**config.mk**
```make
export PLATFORM = sky130hd
export DESIGN_NAME = regfile_arbiter
export DESIGN_NICKNAME = d
export VERILOG_FILES = /design/src/rtl/regfile_arb_pkg.sv /design/src/rtl/regfile_arbiter_rr_arb2.sv /design/src/rtl/regfile_arbiter.sv
export SDC_FILE = /design/constraint.sdc
export NUM_CORES = 1
export LEC_CHECK = 0
export BUFFER_PORTS_ARGS = -buffer_cell sky130_fd_sc_hd__buf_2
export CAP_MARGIN = 20
export CELL_PAD_IN_SITES_DETAIL_PLACEMENT = 1
export CELL_PAD_IN_SITES_GLOBAL_PLACEMENT = 2
export CORE_MARGIN = 4
export CORE_UTILIZATION = 23
export CTS_CLUSTER_DIAMETER = 30
export DETAILED_ROUTE_END_ITERATION = 16
export GPL_TIMING_DRIVEN = 0
export HOLD_SLACK_MARGIN = 0.1
export PLACE_DENSITY = 0.81
export REMOVE_ABC_BUFFERS = 1
export SLEW_MARGIN = 20
export SYNTH_ARGS = -nofsm -noshare
export SYNTH_HDL_FRONTEND = slang
export SYNTH_SLANG_ARGS = --single-unit
```
**constraint.sdc**
```tcl
create_clock -name clk -period 1.5 [get_ports clk]
set_input_delay 0.225 -clock clk [delete_from_list [all_inputs] [get_ports clk]]
set_output_delay 0.225 -clock clk [all_outputs]
set_load 0.005 [all_outputs]
```
**src/rtl/regfile_arb_pkg.sv**
```systemverilog
// Shared types and constants for the two-port regfile arbiter.
package regfile_arb_pkg;

  typedef enum logic [1:0] {
    IDLE  = 2'd0,
    ISSUE = 2'd1,
    WAIT  = 2'd2
  } arb_state_t;

  localparam int DEF_ADDR_W = 5;
  localparam int DEF_DATA_W = 32;

  localparam logic PORT_SPI = 1'b0;
  localparam logic PORT_LOC = 1'b1;

endpackage

```
**src/rtl/regfile_arbiter_rr_arb2.sv**
```systemverilog
// Combinational two-requester round-robin picker; the last-grant register lives in the parent.
module rr_arb2
  import regfile_arb_pkg::*;
(
  input  logic [1:0] req,
  input  logic       last,
  output logic       winner
);

  // With both ports requesting, the port that did not win last time goes next.
  always_comb begin
    winner = last;
    if (req == 2'b01)      winner = PORT_SPI;
    else if (req == 2'b10) winner = PORT_LOC;
    else if (req == 2'b11) winner = ~last;
  end

endmodule

```
**src/rtl/regfile_arbiter.sv**
```systemverilog
// Arbitrates the single-ported regfile between the SPI slave (port 0) and a local requester (port 1).
module regfile_arbiter
  import regfile_arb_pkg::*;
#(
  parameter int ADDR_W = DEF_ADDR_W,
  parameter int DATA_W = DEF_DATA_W,
  parameter int RD_LAT = 1
) (
  input  logic              clk,
  input  logic              rst,
  input  logic              req0,
  input  logic              we0,
  input  logic [ADDR_W-1:0] addr0,
  input  logic [DATA_W-1:0] wdata0,
  output logic              gnt0,
  output logic              rvalid0,
  output logic [DATA_W-1:0] rdata0,
  input  logic              req1,
  input  logic              we1,
  input  logic [ADDR_W-1:0] addr1,
  input  logic [DATA_W-1:0] wdata1,
  output logic              gnt1,
  output logic              rvalid1,
  output logic [DATA_W-1:0] rdata1,
  output logic              reg_cs,
  output logic              reg_wren,
  output logic [ADDR_W-1:0] reg_addr,
  output logic [DATA_W-1:0] reg_wdata,
  input  logic [DATA_W-1:0] reg_rdata,
  output arb_state_t        state
);

  localparam logic [1:0] LAT_LOAD = 2'(RD_LAT - 1);

  logic       last;
  logic       cur;
  logic       winner;
  logic [1:0] cnt;

  rr_arb2 u_rr (
    .req    ({req1, req0}),
    .last   (last),
    .winner (winner)
  );

  // Bus and grant outputs are loaded on the IDLE->ISSUE edge so they are valid
  // exactly during the ISSUE cycle; reg_wren still holds the issued direction there.
  always_ff @(posedge clk) begin
    if (rst) begin
      state     <= IDLE;
      last      <= PORT_LOC;
      cur       <= PORT_SPI;
      cnt       <= 2'd0;
      gnt0      <= 1'b0;
      gnt1      <= 1'b0;
      rvalid0   <= 1'b0;
      rvalid1   <= 1'b0;
      rdata0    <= '0;
      rdata1    <= '0;
      reg_cs    <= 1'b0;
      reg_wren  <= 1'b0;
      reg_addr  <= '0;
      reg_wdata <= '0;
    end else begin
      gnt0     <= 1'b0;
      gnt1     <= 1'b0;
      rvalid0  <= 1'b0;
      rvalid1  <= 1'b0;
      reg_cs   <= 1'b0;
      reg_wren <= 1'b0;
      case (state)
        IDLE: begin
          if (req0 || req1) begin
            cur       <= winner;
            last      <= winner;
            reg_cs    <= 1'b1;
            reg_wren  <= (winner == PORT_LOC) ? we1 : we0;
            reg_addr  <= (winner == PORT_LOC) ? addr1 : addr0;
            reg_wdata <= (winner == PORT_LOC) ? wdata1 : wdata0;
            gnt0      <= (winner == PORT_SPI);
            gnt1      <= (winner == PORT_LOC);
            state     <= ISSUE;
          end
        end
        ISSUE: begin
          if (reg_wren) begin
            state <= IDLE;
          end else begin
            cnt   <= LAT_LOAD;
            state <= WAIT;
          end
        end
        WAIT: begin
          if (cnt == 2'd0) begin
            if (cur == PORT_LOC) begin
              rdata1  <= reg_rdata;
              rvalid1 <= 1'b1;
            end else begin
              rdata0  <= reg_rdata;
              rvalid0 <= 1'b1;
            end
            state <= IDLE;
          end else begin
            cnt <= cnt - 2'd1;
          end
        end
        default: state <= IDLE;
      endcase
    end
  end

endmodule

```
Word level (Yosys, flattened, before mapping)
Cells that the tools add are included.
{ "totals": {"out_inout_bits": 109, "word_cells": 59, "regBits": 113} }
{ "classes": {"eq_ne": 9, "add_sub_neg": 1, "mux": 16, "bitwise": 7, "reduce_logical": 12} }
{ "ops": {"columns": ["cell", "n"], "rows": [
  ["two-way mux 32 bit", 1],
  ["two-way mux 2 bit", 5],
  ["AND reduction 3 bit", 3],
  ["!= test 2 bit (second input constant)", 4],
  ["two-way mux 1 bit", 7],
  ["inverter 1 bit", 7],
  ["equality test 2 bit (second input constant)", 3],
  ["one-hot mux 2 bit (3 select lines)", 1],
  ["OR reduction 3 bit", 2],
  ["two-way mux 5 bit", 1],
  ["equality test 2 x 1 -> 1 bit (second input constant)", 2],
  ["zero test 2 bit", 2],
  ["one-hot mux 2 bit (2 select lines)", 1],
  ["AND reduction 2 bit", 2],
  ["nonzero test 2 bit", 1],
  ["OR reduction 2 bit", 1],
  ["subtractor 2 x 1 -> 2 bit (second input constant)", 1],
  ["logical OR 1 bit", 1]
]} }

Longest topological paths before layout
{ "depth": {"depth_word": 5, "mapped_depth": 7, "ltp_nobuf": 5} }

Cells and area by module
Synthesis repeated with hierarchy kept, for this count alone.
{ "unflattened": {"cells_unflattened": 501, "hier_area_um2": 4555.6} }
{ "modules_own_cells": {"columns": ["module", "area_each_um2", "instances", "cells_each"], "rows": [
  ["regfile_arbiter", 4541.9, 1, 499],
  ["rr_arb2", 13.8, 1, 2]
]} }

Least setup slack after synthesis
Ideal clock, no wire load.
{ "synth_timing": {"kind": "register -> register", "startpoint": "reg cnt[0]", "endpoint": "reg rdata0[23]", "setup_ns": 0.070, "arrival_ns": 1.305, "path_slack_ns": 0.124, "stages_incl_launch_ff": 8, "cell_sequence": "dfxtp_1 > inv_1 > ha_1 > nor4bb_1 > buf_2 > buf_2 > nand2_1 > a21oi_1"} }
{ "synth_between": {"elab_chain_cells": 2} }
{ "synth_rtl": {"columns": ["element", "line", "source"], "rows": [
  ["start: declaration", "regfile_arbiter.sv:38", "logic [1:0] cnt;"],
  ["start signal: assignment", "regfile_arbiter.sv:104", "cnt <= cnt - 2'd1;"],
  ["zero test 2 bit", "regfile_arbiter.sv:94", "if (cnt == 2'd0) begin"],
  ["AND reduction 3 bit (no line)", null, null],
  ["end signal: assignment", "regfile_arbiter.sv:99", "rdata0 <= reg_rdata;"],
  ["end: declaration", "regfile_arbiter.sv:17", "output logic [DATA_W-1:0] rdata0,"]
]} }
No other way between the ends.
A chain may end at the register's enable or synchronous reset.

Worst setup path in the final report
{ "layout_timing": {"startpoint": "reg cnt[1]", "endpoint": "reg rdata0[17]"} }
Same word-level chain as after synthesis.

==> impl_metrics.prom <==
# TYPE chip_impl_metric gauge
chip_impl_metric{name="synth-seq-area-share",unit="%"} 48.3
chip_impl_metric{name="netlist_area",unit="um2"} 4680
chip_impl_metric{name="sink_count",unit=""} 113
chip_impl_metric{name="min_period_over_period",unit="%"} 96.6
chip_impl_metric{name="clock_tree.htree_level_count",unit=""} 4
chip_impl_metric{name="wl_per_cell",unit="um"} 17.7
chip_impl_info{name="critical_path_class",value="register to register"} 1
chip_impl_metric{name="critPathRequiredTime",unit="ns"} 1.84
chip_impl_metric{name="dieWidth",unit="um"} 151
chip_impl_info{name="timing.critical_path.from_type",value="register"} 1
chip_impl_metric{name="drv_slew",unit=""} 0
chip_impl_info{name="synth_largest_area_cell",value="dfxtp_1"} 1
chip_impl_metric{name="timing.critical_path.slowest_cell_delay",unit="ns"} 0.32
chip_impl_metric{name="layout.nets",unit=""} 951
chip_impl_info{name="hold_path.class",value="input pin to register"} 1
chip_impl_metric{name="layoutNonFillerInstCount",unit=""} 1115
chip_impl_metric{name="clock_skew",unit="ns"} 0.0152
chip_impl_info{name="worst_path_max_delay_cell",value="dfxtp_1"} 1
chip_impl_metric{name="cap_violations",unit=""} 0
chip_impl_metric{name="synth_edf_count",unit=""} 0
chip_impl_metric{name="detailedRoute.firstIterationViolations",unit=""} 137
chip_impl_metric{name="portBuffers",unit=""} 220
chip_impl_metric{name="first_global_vias",unit=""} 5436
chip_impl_info{name="endpoint_kind",value="register"} 1
chip_impl_metric{name="ios",unit=""} 221
chip_impl_metric{name="clk_latency_worst_skew_pair",unit="ns"} 0.42
chip_impl_metric{name="final.hold.worst_slack",unit="ns"} 0.114
chip_impl_metric{name="post_dr_vias_cell",unit=""} 4.70
chip_impl_metric{name="async_reset_ff_share",unit="%"} 0
chip_impl_info{name="status",value="finished, final reports clean"} 1
chip_impl_info{name="yosys-top-cells-area",value="dfxtp_1 48%, a21oi_1 11%, nand2_1 10%, a311oi_2 9.6%, nand3_1 4.1%"} 1
chip_impl_metric{name="wirelength",unit="um"} 19800
chip_impl_metric{name="cp_max_fo",unit=""} 8
chip_impl_metric{name="timing.critical_path.arrival",unit="ns"} 1.79
chip_impl_metric{name="grtUsageTotal",unit="%"} 16.9
chip_impl_metric{name="fraction_of_layout_cells_with_a_size_suffix_above_1",unit="%"} 40.2
chip_impl_metric{name="die_h",unit="um"} 151
chip_impl_metric{name="synth-seq-cells",unit=""} 113
chip_impl_metric{name="setup_total_negative_slack",unit="ns"} 0
chip_impl_metric{name="ys.warnings.count",unit=""} 0
chip_impl_metric{name="ir_drop",unit="mV"} 0.750
chip_impl_metric{name="gpl.final_weighted_congestion",unit=""} 0.697
chip_impl_metric{name="p_leak",unit="nW"} 3.32
chip_impl_metric{name="globalRouteOverflowTotal",unit=""} 0
chip_impl_metric{name="antenna_found_initial",unit=""} 1
chip_impl_metric{name="final_period_minus_worst_setup_slack",unit="ns"} 1.45
chip_impl_info{name="cp_top_family",value="buffers and inverters"} 1
chip_impl_metric{name="dpl.hpwl",unit="um"} 11800
chip_impl_metric{name="die-area",unit="um2"} 22700
chip_impl_metric{name="power_density",unit="nW/um2"} 1230
chip_impl_info{name="grt_setup_unrepaired",value="yes"} 1
chip_impl_info{name="postSynth.topFlopCell",value="dfxtp_1"} 1
chip_impl_metric{name="timing.final.setup_violations",unit=""} 0
chip_impl_metric{name="postRouteAntennaNets",unit=""} 0
chip_impl_metric{name="crit_buf_inv",unit=""} 3
chip_impl_metric{name="path_clk_slew",unit="ns"} 0.06
chip_impl_metric{name="std_cell_rows",unit=""} 51
chip_impl_metric{name="placedCellCount",unit=""} 992
chip_impl_metric{name="grt_pass1_wl",unit="um"} 29700
chip_impl_metric{name="final-hold-violation-count",unit=""} 0
chip_impl_metric{name="drc_violations_left",unit=""} 0
chip_impl_metric{name="dr.pass1.iters",unit=""} 4
chip_impl_metric{name="grt_start_max_net_pins",unit=""} 58
chip_impl_metric{name="start_util",unit="%"} 23.7
chip_impl_metric{name="synth_top_cell_area_share",unit="%"} 48.3
chip_impl_metric{name="clock_buffer_count_from_cts",unit=""} 17
chip_impl_metric{name="area_delta_synth_final",unit="%"} 67.3
chip_impl_metric{name="area_of_the_core",unit="um2"} 19700
chip_impl_info{name="yosys.cell_count.top_type",value="nand2_1"} 1
chip_impl_metric{name="synth_cells",unit=""} 553
chip_impl_metric{name="antenna_cells_inserted",unit=""} 0
chip_impl_metric{name="synth_cell_types",unit=""} 34
chip_impl_info{name="synth_common_cells",value="130 x nand2_1, 113 x dfxtp_1, 106 x a21oi_1"} 1
chip_impl_info{name="crit_path_cell_trace",value="inv_1 -> ha_4 -> nor4bb_4 -> buf_6 -> clkbuf_16 -> nand2_1 -> a21oi_1"} 1
chip_impl_metric{name="detailroute.via_count",unit=""} 5242
chip_impl_metric{name="clock_tree.buffer_depth",unit=""} 2
chip_impl_metric{name="worstMarginPinSlew",unit="ns"} 0.532
chip_impl_info{name="clk_root_buffer_cell",value="clkbuf_16"} 1
chip_impl_metric{name="synth_area_per_cell",unit="um2"} 8.46
chip_impl_info{name="cts_tree",value="yes"} 1
chip_impl_metric{name="fmaxAchievable",unit="MHz"} 690
chip_impl_metric{name="relSlewSlack",unit="%"} 64.6
## final timing paths
kind | startpoint | end | slack, ns | depth (start not counted)
worst min register to register | rdata0[30] | rdata0[30] | 0.45 | 2
worst max-delay path | cnt[1] | rdata0[17] | 0.05 | 7
worst min-delay path | wdata0[9] | reg_wdata[9] | 0.11 | 3
worst max register to register | cnt[1] | rdata0[17] | 0.05 | 7
## metal layers
metal,global-route usage [%],part of all wire [%]
met3,7.77,10
met1,20.0,42
met2,27.8,47
met5,0,0.061
met4,4.44,0.76
## flip-flops by register name, indices dropped and copies added, names as in the netlist, 2 cells and up
signal,count
rdata1,32
reg_wdata,32
state,2
cnt,2
rdata0,32
reg_addr,5
## worst min-delay path, delay by kind of cell
kind,cells,cell delay [ns]
AND/OR/NAND/NOR,1,0.07
buffers and inverters,1,0.10
AO/OA/AOI/OAI,1,0.09
## stage by stage
step | utilization (%) | power [mW] | setup WS (ns) | area (um2)
2_1_floorplan | - | 3.95 | -1.78 | 4400
3_3_place_gp | 29.6 | 4.56 | -4.17 | 5830
3_5_place_dp | 31.1 | 4.67 | -0.475 | 6130
4_1_cts | 38.5 | 9.62 | 0.00851 | 7580
5_1_grt | 39.7 | 10.0 | -0.0282 | 7830
6_report | 39.7 | 9.63 | 0.0508 | 7830
## logic make-up (layout without fill, tap and decap cells)
family | Yosys count | in the layout | synth area share (%)
compound gates | 184 | 184 | 26.8
flops | 113 | 113 | 48.3
buf+inv | 60 | 354 | 6.23
fa+ha+maj | 1 | 1 | 0.267
mux | 1 | 1 | 0.214
simple gates | 194 | 197 | 18.2
## report_power, final
| group | switching [mW] | internal (mW) |
|---|---|---|
| combinational | 0.804 | 0.812 |
| clock | 1.50 | 3.19 |
| sequential | 0.130 | 3.19 |
## what timing repair did
| item | in CTS | in global routing |
|---|---|---|
| setup endpoints to repair | 104 | 61 |
| hold buffers | 61 | 0 |
| pin swaps | 5 | 2 |
| gates resized for setup | 13 | 12 |
| setup buffers | 11 | 18 |
| cloned | 3 | 1 |
| endpoints found under the hold margin | 86 | 0 |
## cell usage in the layout, fill, tap and decap left out, types with 2 or more instances in the layout
cell type / n
a211oi_1: 2
a21oi_1: 103
a21oi_2: 3
a311oi_1: 7
a311oi_2: 30
and2_4: 2
and2b_4: 2
and4b_4: 2
buf_12: 10
buf_16: 7
buf_2: 219
buf_4: 20
buf_6: 3
bufinv_16: 6
clkbuf_1: 2
clkbuf_16: 18
clkbuf_8: 2
clkinv_2: 2
dfxtp_1: 109
dfxtp_2: 3
dlygate4sd3_1: 61
nand2_1: 129
nand2b_4: 2
nand3_1: 38
nor2_1: 7
nor3_1: 2
nor4_1: 2
o21ai_0: 34
o21ai_1: 4
## cell type report
| cell class | instances | area, um2 |
|---|---|---|
| well taps | 265 | 332 |
| multi-input cells | 383 | 2250 |
| repair buffers | 321 | 2310 |
| fillers | 2328 | 11900 |
| inverters | 2 | 7.51 |
| flip-flops and latches | 113 | 2270 |
| clock inverters | 10 | 206 |
| clock buffers | 21 | 460 |
Power figures use the tool's default switching activity.
